--- config.mk ---
export PLATFORM = sky130hd
export DESIGN_NAME = muldiv_unit
export DESIGN_NICKNAME = d
export VERILOG_FILES = /design/src/rtl/muldiv_pkg.sv /design/src/rtl/muldiv_iter.sv /design/src/rtl/muldiv_unit.sv
export SDC_FILE = /design/constraint.sdc
export NUM_CORES = 1
export LEC_CHECK = 0
export CAP_MARGIN = 20
export CORE_ASPECT_RATIO = 1.25
export CORE_MARGIN = 3
export CORE_UTILIZATION = 23
export CTS_CLUSTER_DIAMETER = 60
export DETAILED_ROUTE_END_ITERATION = 12
export HOLD_SLACK_MARGIN = 0.03
export PLACE_DENSITY = 0.38
export SLEW_MARGIN = 40
export SYNTH_ARGS = -nofsm -noshare
export SYNTH_HDL_FRONTEND = slang
export SYNTH_SLANG_ARGS = --single-unit
--- constraint.sdc ---
create_clock -name clock -period 12 [get_ports clock]
set_clock_uncertainty 0.2 [all_clocks]
set_input_delay 2.4 -clock clock [delete_from_list [all_inputs] [get_ports clock]]
set_output_delay 2.4 -clock clock [all_outputs]
set_load 0.02 [all_outputs]
--- src/rtl/muldiv_pkg.sv ---
// muldiv_pkg: shared encodings for the iterative multiply/divide unit.
//   op_e    : issue operation codes (6 and 7 are reserved and behave as no-ops)
//   state_e : control FSM states
//   is_multicycle / is_signed_op : op classification helpers
package muldiv_pkg;

  typedef enum logic [2:0] {
    OP_MULT  = 3'd0,
    OP_MULTU = 3'd1,
    OP_DIV   = 3'd2,
    OP_DIVU  = 3'd3,
    OP_MTHI  = 3'd4,
    OP_MTLO  = 3'd5
  } op_e;

  typedef enum logic [1:0] {
    S_IDLE = 2'd0,
    S_RUN  = 2'd1,
    S_FIX  = 2'd2
  } state_e;

  function automatic logic is_multicycle(input logic [2:0] op);
    return (op == OP_MULT) || (op == OP_MULTU) || (op == OP_DIV) || (op == OP_DIVU);
  endfunction

  function automatic logic is_signed_op(input logic [2:0] op);
    return (op == OP_MULT) || (op == OP_DIV);
  endfunction

endpackage

--- src/rtl/muldiv_iter.sv ---
// muldiv_iter: one combinational iteration of the multiply/divide datapath.
//   acc      : 2*WIDTH accumulator. Multiply: {partial product, multiplier}.
//              Divide: {partial remainder, dividend/quotient bits}.
//   operand  : multiplicand (multiply) or divisor (divide), magnitude form
//   div_mode : 0 = shift-add step, 1 = restoring-subtract step
//   acc_next : accumulator after this step
module muldiv_iter #(
  parameter int WIDTH = 32
) (
  input  logic [2*WIDTH-1:0] acc,
  input  logic [WIDTH-1:0]   operand,
  input  logic               div_mode,
  output logic [2*WIDTH-1:0] acc_next
);

  logic [WIDTH-1:0] addend;
  logic [WIDTH:0]   sum;
  logic [WIDTH:0]   shl;
  logic [WIDTH-1:0] diff;

  always_comb begin
    // Multiply: add multiplicand when the current multiplier LSB is set,
    // keep the carry, then shift the whole accumulator right by one.
    addend = acc[0] ? operand : {WIDTH{1'b0}};
    sum    = {1'b0, acc[2*WIDTH-1:WIDTH]} + {1'b0, addend};
    // Divide: remainder shifted left with the next dividend bit; needs
    // WIDTH+1 bits since the remainder can reach divisor-1 before the shift.
    shl    = acc[2*WIDTH-1:WIDTH-1];
    // Only used when shl >= operand, so the true difference fits WIDTH bits.
    diff   = shl[WIDTH-1:0] - operand;
    if (div_mode) begin
      if (shl >= {1'b0, operand})
        acc_next = {diff, acc[WIDTH-2:0], 1'b1};
      else
        acc_next = {shl[WIDTH-1:0], acc[WIDTH-2:0], 1'b0};
    end else begin
      acc_next = {sum, acc[WIDTH-1:1]};
    end
  end

endmodule

--- src/rtl/muldiv_unit.sv ---
// muldiv_unit: iterative MULT/MULTU/DIV/DIVU with HI/LO registers, plus
// single-cycle MTHI/MTLO, for use beside the EX-stage ALU.
//   clock, reset      : clock; asynchronous active-high reset
//   in_valid/in_ready : issue handshake (ready only in IDLE)
//   op, a, b          : operation, rs operand, rt operand
//   abort             : pipeline flush; cancels a RUN/FIX operation
//   busy              : high in RUN or FIX (hazard unit stalls MFHI/MFLO)
//   done              : one-cycle pulse after a multi-cycle HI/LO update
//   hi, lo            : HI/LO registers
module muldiv_unit
  import muldiv_pkg::*;
#(
  parameter  int WIDTH = 32,
  localparam int CNT_W = $clog2(WIDTH) + 1
) (
  input  logic             clock,
  input  logic             reset,
  input  logic             in_valid,
  output logic             in_ready,
  input  logic [2:0]       op,
  input  logic [WIDTH-1:0] a,
  input  logic [WIDTH-1:0] b,
  input  logic             abort,
  output logic             busy,
  output logic             done,
  output logic [WIDTH-1:0] hi,
  output logic [WIDTH-1:0] lo
);

  state_e             state;
  logic [CNT_W-1:0]   cnt;
  logic [2*WIDTH-1:0] acc, acc_nxt;
  logic [WIDTH-1:0]   opnd;
  logic [WIDTH-1:0]   a_orig;
  logic               is_div, neg_q, neg_r, div_zero;

  // Accept-side operand conditioning
  logic               a_neg, b_neg;
  logic [WIDTH-1:0]   mag_a, mag_b;

  // FIX-side sign correction
  logic [2*WIDTH-1:0] prod_fix;
  logic [WIDTH-1:0]   q_fix, r_fix;

  assign in_ready = (state == S_IDLE);
  assign busy     = (state != S_IDLE);

  always_comb begin
    a_neg = is_signed_op(op) & a[WIDTH-1];
    b_neg = is_signed_op(op) & b[WIDTH-1];
    // The most-negative value maps to 2^(WIDTH-1), which is fine unsigned.
    mag_a = a_neg ? -a : a;
    mag_b = b_neg ? -b : b;
  end

  always_comb begin
    prod_fix = neg_q ? -acc : acc;
    q_fix    = neg_q ? -acc[WIDTH-1:0] : acc[WIDTH-1:0];
    r_fix    = neg_r ? -acc[2*WIDTH-1:WIDTH] : acc[2*WIDTH-1:WIDTH];
  end

  muldiv_iter #(.WIDTH(WIDTH)) u_iter (
    .acc      (acc),
    .operand  (opnd),
    .div_mode (is_div),
    .acc_next (acc_nxt)
  );

  always_ff @(posedge clock or posedge reset) begin
    if (reset) begin
      state    <= S_IDLE;
      cnt      <= '0;
      acc      <= '0;
      opnd     <= '0;
      a_orig   <= '0;
      is_div   <= 1'b0;
      neg_q    <= 1'b0;
      neg_r    <= 1'b0;
      div_zero <= 1'b0;
      hi       <= '0;
      lo       <= '0;
      done     <= 1'b0;
    end else begin
      done <= 1'b0;
      case (state)
        S_IDLE: begin
          if (in_valid) begin
            if (is_multicycle(op)) begin
              is_div   <= (op == OP_DIV) || (op == OP_DIVU);
              neg_q    <= a_neg ^ b_neg;
              neg_r    <= a_neg;
              div_zero <= (b == '0);
              a_orig   <= a;
              cnt      <= '0;
              // Multiply keeps the multiplier in the low half and the
              // multiplicand as operand; divide starts with the dividend low.
              if ((op == OP_DIV) || (op == OP_DIVU)) begin
                acc  <= {{WIDTH{1'b0}}, mag_a};
                opnd <= mag_b;
              end else begin
                acc  <= {{WIDTH{1'b0}}, mag_b};
                opnd <= mag_a;
              end
              state <= S_RUN;
            end else if (op == OP_MTHI) begin
              hi <= a;
            end else if (op == OP_MTLO) begin
              lo <= a;
            end
            // reserved ops: accepted, nothing happens
          end
        end
        S_RUN: begin
          if (abort) begin
            state <= S_IDLE;
          end else begin
            acc <= acc_nxt;
            cnt <= cnt + CNT_W'(1);
            if (cnt == CNT_W'(WIDTH - 1)) state <= S_FIX;
          end
        end
        S_FIX: begin
          state <= S_IDLE;
          if (!abort) begin
            done <= 1'b1;
            if (!is_div) begin
              {hi, lo} <= prod_fix;
            end else if (div_zero) begin
              hi <= a_orig;
              lo <= {WIDTH{1'b1}};
            end else begin
              hi <= r_fix;
              lo <= q_fix;
            end
          end
        end
        default: state <= S_IDLE;
      endcase
    end
  end

endmodule

## Word level (Yosys, flattened, before mapping)

Index checks and enable logic that the tools add are counted.

| cells by class | value |
|---|---|
| bitwise logic cells | 3 |
| multiplexer cells | 40 |
| order comparisons | 1 |
| equal/unequal tests | 17 |
| add/sub/neg operators | 8 |
| reduce and logical (&&, ||, !) cells | 16 |

Operator list:

| operator | count |
|---|---|
| $mux W32 | 20 |
| $mux W64 | 6 |
| $neg A32 Y32 | 4 |
| $pmux W32 S2 | 2 |
| $pmux W64 S2 | 1 |
| $neg A64 Y64 | 1 |
| $add A32 B32 Y33 | 1 |
| $ge A33 B32 Y1 | 1 |
| $logic_not A32 Y1 | 1 |
| $sub A32 B32 Y32 | 1 |
| $mux W6 | 3 |
| $pmux W6 S2 | 1 |
| $ne A2 B2 Y1 const B | 5 |
| $mux W2 | 4 |
| $add A6 B1 Y6 const B | 1 |
| $eq A3 B2 Y1 const B | 2 |
| $eq A3 B3 Y1 const B | 2 |
| $eq A6 B5 Y1 const B | 1 |
| $ne A2 B1 Y1 const B | 3 |
| $reduce_and A3 Y1 | 2 |
| $reduce_and A6 Y1 | 1 |
| $reduce_bool A2 Y1 | 3 |
| $logic_or A1 B1 Y1 | 5 |
| $reduce_and A5 Y1 | 1 |
| 11 further kinds | 13 |

| word-level totals | value |
|---|---|
| output and inout port bits | 67 |
| register bits | 205 |
| logic and storage cells | 97 |

## Logic depth before layout (Yosys ltp)

Gate-level depths: netlist of run 1.

| logic depth | value |
|---|---|
| depth in word-level cells | 8 |
| gate-level depth with buffers | 16 |
| mapped depth without buffers | 14 |

## Modules after synthesis

A second synthesis of run 1 with hierarchy kept.

| second synthesis, totals | value |
|---|---|
| cells, all modules | 2319 |
| area total of the unflattened synthesis | 17983.5 um^2 |

By module, submodules not included:

| module | seq. area each (um^2) | times used | cells each | area an instance (um^2) |
|---|---|---|---|---|
| muldiv_unit | 5129.9 | 1 | 1618 | 13255.2 |
| muldiv_iter | 0.0 | 1 | 701 | 4728.3 |

## Worst setup path before layout of run 1

OpenSTA, ideal clock, no wires.

| timing | value |
|---|---|
| kind | input to register |
| start | in b[17] |
| end | reg acc[29] |
| cell stages on the path | 10 |
| setup slack | 6.626 ns |
| required time | 11.667 ns |
| arrival | 5.041 ns |
| path through | or4_1 -> or3_1 -> or4_1 -> or4_1 -> or2_2 -> o21ai_0 -> xor2_1 -> nor2_1 -> a21oi_1 -> o21ai_0 |

| on the way | value |
|---|---|
| longest elaborated chain between the ends | 6 |

RTL lines:

| what | line | RTL |
|---|---|---|
| start, declared | muldiv_unit.sv:22 | `input logic [WIDTH-1:0] b,` |
| $neg A32 Y32 | muldiv_unit.sv:53 | `mag_b = b_neg ? -b : b;` |
| $mux W32 | muldiv_unit.sv:53 |  |
| $mux W32 | muldiv_unit.sv:97 | `if ((op == OP_DIV) \|\| (op == OP_DIVU)) begin` |
| $mux W64 | muldiv_unit.sv:88 | `if (is_multicycle(op)) begin` |
| $mux W64 | muldiv_unit.sv:87 | `if (in_valid) begin` |
| $pmux W64 S2 | muldiv_unit.sv:85 | `case (state)` |
| end signal, assigned | muldiv_unit.sv:98 | `acc <= {{WIDTH{1'b0}}, mag_a};` |
| end signal, assigned | muldiv_unit.sv:101 | `acc <= {{WIDTH{1'b0}}, mag_b};` |
| end signal, assigned | muldiv_unit.sv:117 | `acc <= acc_nxt;` |
| end, declared | muldiv_unit.sv:32 | `logic [2*WIDTH-1:0] acc, acc_nxt;` |

Every way passes these cells. The select of a mux whose other input is x is not followed.
A chain may end at the register's enable or synchronous reset.

## Final worst setup path of run 1

| timing | value |
|---|---|
| start | in b[15] |
| end | reg acc[27] |

Same word-level chain as after synthesis.

==> qor.txt, run 1 <==
status = finished clean
Netlist cell types = 71
antenna viol nets, final = 0
Tot GR Track Use = 0.202
fin crit period = 5610 ps
Yosys top cell by area = dfrtp_1
Area contributors post-synth = dfrtp_1 (30%), nand2_1 (7.5%), xnor2_1 (6.8%)
Layout area overhead = 20.7%
Mapped Avg Cell Area = 7.64 µm²
crit path cell chain = clkdlybuf4s50_1 -> or4_1 -> or3_1 -> or4_1 -> or4_1 -> or2_2 -> o21ai_0 -> xor2_1 -> nor2_1 -> a21oi_1 -> o21ai_0
share of layout cells above drive strength 1 = 0.0676
FP Rows = 110
setup violators final = 0
ys flop type = dfrtp_1
crit path buf inv count = 1
Top Ports = 138
CP startpoint kind = primary input
CP Launch Point = b[15]
port buffer count = 137
crit path DAT = 5810 ps
TritonCTS clock tree = done
H-tree levels = 2
FF+latch count, synth = 205
vias in the first global route = 17100
CTS hold repair buffers = 0
Max Buffers Root-to-Sink = 3
Slew HR = 0.427
synth cell count leaders = nand2_1 (340), o21ai_0 (220), dfrtp_1 (205)
via count = 17200
Slew Limit Fails = 0
CTS clk-pin slew, worst paths = 50 ps
fmax = 178 MHz
WP depth = 11
Setup crit end kind = register
initial antenna violation count = 2
TritonRoute pass-1 iters = 5
async set-or-reset flop fraction in the synthesized netlist = 1.00
total wire length = 80500 µm
post-CTS setup buffers = 0
nets = 2412
Final HPWL DP = 60000 µm
RSZ-0062 raised after global routing = false
routed len/inst = 24.8 µm
Reg2Reg Setup Slack = 7380 ps
worst r2r src = acc[0]
crit-path max cell delay = 570 ps
area of the core = 0.0725 mm²
total power = 4780 µW
first-pass GRT wire length = 116000 µm
P_leak = 0.00819 µW
Remaining DRCs = 0
Fin. Hold Viols = 0
top-area cell type share of the netlist area = 0.303
setup tns final = 0 ps
EDFF count, synth = 0
worst skew pair latency = 560 ps
slew of the pin with the lowest slew margin = 859 ps
initial drt markers = 1273
CP delay by family, top = simple AND/OR/NAND/NOR gates
Synth Instances = 2217
die footprint = 0.0769 mm²
Die W = 249 µm
capture point of the worst path = acc[27]
peak supply drop = 0.000125 V
cell mode on critical path = or4_1
gr ovfl total = 0
Placer Congestion = 0.873
Reg2Reg Depth = 14
Final Cycle Share = 0.468
CP max-delay cell = or4_1
worst path required time = 12190 ps
crit path max fanout = 4
RR Endpoint = acc[60]
hold path depth = 2
P per Cell Area = 234 mW/mm²
min-delay worst type = reg2reg
crit path kind = in2reg
Initial Util = 0.233
Die Ht = 309 µm
TritonCTS buffer count = 34
most frequent cell after synthesis = nand2_1
mapped cell area = 0.0169 mm²
CTS root buf = clkbuf_16
CTS sink count = 205
Mapped Nets = 2359
Vias/cell = 5.28
largest net degree at the start of global routing = 77
Max Cap Viol = 0
Post-CTS Resized = 0
sequential area share after synthesis = 0.303
Synthesis Warnings = 0
[final cells by class]
| cell class | count | area, µm² |
|---|---|---|
| fill | 7836 | 52100 |
| inverter | 71 | 274 |
| tap | 952 | 1190 |
| clock buffer | 42 | 942 |
| clock inverter | 18 | 214 |
| antenna | 1 | 2.50 |
| timing repair buffer | 174 | 1660 |
| multi-input combinational | 1784 | 11000 |
| sequential | 205 | 5130 |
[worst min-delay path by stage]
stage                     startpoint    endpoint
after floorplan           a_orig[26]  a_orig[26]
after global placement    a_orig[12]  a_orig[12]
after detailed placement  a_orig[16]  a_orig[16]
after CTS                 a_orig[16]  a_orig[16]
after global routing      a_orig[26]  a_orig[26]
final                     a_orig[16]  a_orig[16]
[metal layers]
| metal | global-route usage | share of wire | routed length [µm] | vias up |
|---|---|---|---|---|
| li1 | - | - | - | 8011 |
| met2 | 0.381 | 0.52 | 42200 | 454 |
| met3 | 0.0210 | 0.036 | 2880 | 126 |
| met5 | 0 | 0 | 0 | - |
| met1 | 0.231 | 0.40 | 32000 | 8564 |
| met4 | 0.0846 | 0.042 | 3350 | 0 |
[registers in the layout (all words and copies together), names as in the netlist]
| name | flops |
|---|---|
| cnt | 6 |
| hi | 32 |
| opnd | 32 |
| div_zero | 1 |
| is_div | 1 |
| done | 1 |
| acc | 64 |
| state | 2 |
| lo | 32 |
| neg_q | 1 |
| a_orig | 32 |
| neg_r | 1 |
[power breakdown]
group	switching [µW]	total (µW)	internal, µW	leakage (µW)
logic	1510	2530	1020	0.00507
clock network	390	1040	646	0.000570
registers	342	1220	876	0.00254
total	2250	4780	2540	0.00819
[through the flow]
| stage | instance area [µm²] | utilization | cells | hold slack [ps] | worst slack, ps |
|---|---|---|---|---|---|
| global route | 20400 | 0.282 | 3246 | 295 | 6250 |
| detailed placement | 19300 | 0.266 | 3186 | 258 | 5730 |
| finish | 20400 | 0.282 | 3247 | 273 | 6390 |
| CTS | 20400 | 0.282 | 3246 | 272 | 6280 |
| floorplan | 16900 | - | 2217 | 237 | 3800 |
| global placement | 19200 | 0.265 | 3186 | 257 | 5690 |
[kinds of logic (layout without fill, tap and decap cells)]
| kind of cell | Yosys count | in the layout | synth area share |
|---|---|---|---|
| other | 0 | 1 | 0 |
| and+or+nand+nor | 762 | 762 | 0.201 |
| adders and majority gates | 71 | 71 | 0.0533 |
| xor gates and xnor gates | 185 | 185 | 0.0957 |
| muxes | 74 | 74 | 0.0454 |
| DFF | 205 | 205 | 0.303 |
| buffers and inverters | 228 | 305 | 0.0508 |
| AOI/OAI and AO/OA | 692 | 692 | 0.251 |
[cells in the final DEF (no fill, tap or decap), types with 18 or more instances in the layout]
cell	Yosys	final
inv_1	70	69
nor4_1	21	20
o31ai_1	29	29
a31oi_1	26	26
ha_1	69	69
a21oi_1	179	179
nand3_1	36	36
a211oi_1	20	20
nand2_1	340	339
clkdlybuf4s50_1	0	137
mux2_2	22	22
nand4_1	18	18
o21ai_0	220	220
o211ai_1	34	34
or3_1	29	28
o22ai_1	39	39
xnor2_1	131	131
mux2i_1	52	52
o221ai_1	25	25
buf_4	0	34
nor2_1	190	185
nor3_1	38	37
dfrtp_1	205	203
clkbuf_16	0	35
xor2_1	54	54
a21o_1	24	24
[tightest hold or removal path: stages, from the launching register on]
cell	delay, ps
dfrtp_1	340
nand2_1	50
nand2_1	50
Note: power is estimated with default switching activity, not from simulation.
==> run 2: changes to the inputs <==
PLACE_DENSITY = 0.39   (was 0.38)
clock period = 5.1 ns   (was 12 ns; I/O delays follow)
==> run 2 against run 1 <==
Effect of this change:
- combinational power rose by 150%
- sequential share of layout area fell by 0.59 points
- wire length grew 1.4%
- global-route usage rose by 0.37 points
- critical endpoint is now acc[60]
- first-iteration DRC count shrank 1.3%
- flip-flop and latch count did not move
- clock power up 140%
- register-to-register slack worse by 6600 ps
- design area rose by 2.4%
- largest cell class unchanged
- critical path type is now reg2reg
- setup slack lost 5600 ps
==> qor.txt, run 2 (synthesized netlist as in run 1, its figures left out) <==
total wire length = 81600 µm
Setup crit end kind = register
antenna viol nets, final = 0
most frequent cells in the layout = nand2_1 (339), o21ai_0 (220), dfrtp_1 (203)
largest net degree at the start of global routing = 69
Die W = 249 µm
crit path DAT = 4540 ps
CTS sink count = 205
Fin. Hold Viols = 0
Setup WS post-layout = 784 ps
fmax = 232 MHz
CTS clk-pin slew, worst paths = 50 ps
vias in the first global route = 17600
Max Cap Viol = 0
final instance area = 0.0209 mm²
post-route insts no fill = 3306
Remaining DRCs = 0
area of the core = 0.0725 mm²
CP startpoint kind = register
TritonRoute pass-1 iters = 7
pre-CTS setup slack = 377 ps
max FFs per register = 64
Post-DP Area = 0.0197 mm²
first-pass GRT wire length = 119000 µm
Max Buffers Root-to-Sink = 3
placed insts = 3242
Die Ht = 309 µm
setup tns final = 0 ps
CTS root buf = clkbuf_16
crit-path max cell delay = 500 ps
initial drt markers = 1256
slew of the pin with the lowest slew margin = 914 ps
FP Rows = 110
share of layout cells above drive strength 1 = 0.0901
TritonCTS buffer count = 35
peak supply drop = 0.000271 V
met1 usage = 0.236
TritonCTS clock tree = done
CP delay by family, top = compound AO/OA/AOI/OAI gates
post-CTS setup buffers = 0
via count = 17400
Placer Congestion = 0.892
GRT busiest layer = met2
Vias/cell = 5.26
M2 GR Usage = 0.372
most common cell after layout, fill and taps aside = nand2_1
Slew Limit Fails = 0
RSZ-0062 raised after global routing = false
gr ovfl total = 0
min-delay worst type = reg2reg
fin crit period = 4320 ps
Tot GR Track Use = 0.205
port buffer count = 137
Final HPWL DP = 63000 µm
largest reg by FF count = acc
crit path cell chain = inv_1 -> ha_1 -> inv_1 -> fa_1 -> a21o_1 -> a221oi_1 -> o21ai_0 -> a21oi_1 -> o2111ai_1 -> a31oi_1 -> nor2b_1 -> o21ai_0 -> mux2_2 -> a22o_1
die footprint = 0.0769 mm²
P_leak = 0.00849 µW
status = finished clean
H-tree levels = 2
Slew HR = 0.389
CP max-delay cell = dfrtp_1
total power = 11500 µW
Top Ports = 138
setup violators final = 0
CTS hold repair buffers = 0
initial antenna violation count = 2
crit path kind = reg2reg
crit path max fanout = 5
nets = 2469
Final Cycle Share = 0.846
worst skew pair latency = 570 ps
routed len/inst = 24.7 µm
worst path required time = 5320 ps
crit path buf inv count = 2
met3 Use GR = 0.0268
Layout area overhead = 23.6%
Initial Util = 0.233
Post-CTS Resized = 0
P per Cell Area = 548 mW/mm²
## run 2: cell types whose count changed in the layout (fill, tap and decap cells not counted), sizes merged
cell / previous run / this run
buf: 37 / 93
clkbuf: 42 / 44
clkinv: 9 / 11
inv: 74 / 72
clkinvlp: 2 / 3
## run 2: worst paths after layout
path	start	endpoint	slack (ps)	depth (start not counted)
max reg2reg	acc[31]	acc[60]	780	14
min reg2reg	a_orig[3]	a_orig[3]	270	2
max in group asynchronous	reset	acc[62]	3130	3
min in group asynchronous	reset	neg_r	690	2
min	a_orig[3]	a_orig[3]	270	2
max	acc[31]	acc[60]	780	14
## run 2: worst min-delay path: stages, from the launching register on
cell and delay, ps:
dfrtp_1 340, nand2_1 50, nand2_1 50
## run 2: layout make-up
cell class,count,area [µm²]
flip-flops and latches,205,5130
well taps,952,1190
inverters,71,270
clock buffers,44,971
clock inverters,19,230
diodes,1,2.50
repair buffers,230,2120
fillers,7748,51600
multi-input cells,1784,11000
## run 2: power by group
part           total [µW]  internal (µW)  switching [µW]
Combinational        6290           2530            3760
Sequential           2690           2060             630
Clock                2500           1560             941
Total               11500           6150            5330
## run 2: metal layers
layer,vias up,share of wire
met2,512,0.51
met3,154,0.046
met1,8601,0.39
met4,0,0.058
li1,8127,-
met5,-,0
## run 2: per-stage QoR
stage,hold WS [ps],utilization
6_report,273,0.289
5_1_grt,298,0.289
4_1_cts,276,0.288
3_5_place_dp,263,0.272
3_3_place_gp,257,0.271
2_1_floorplan,237,-
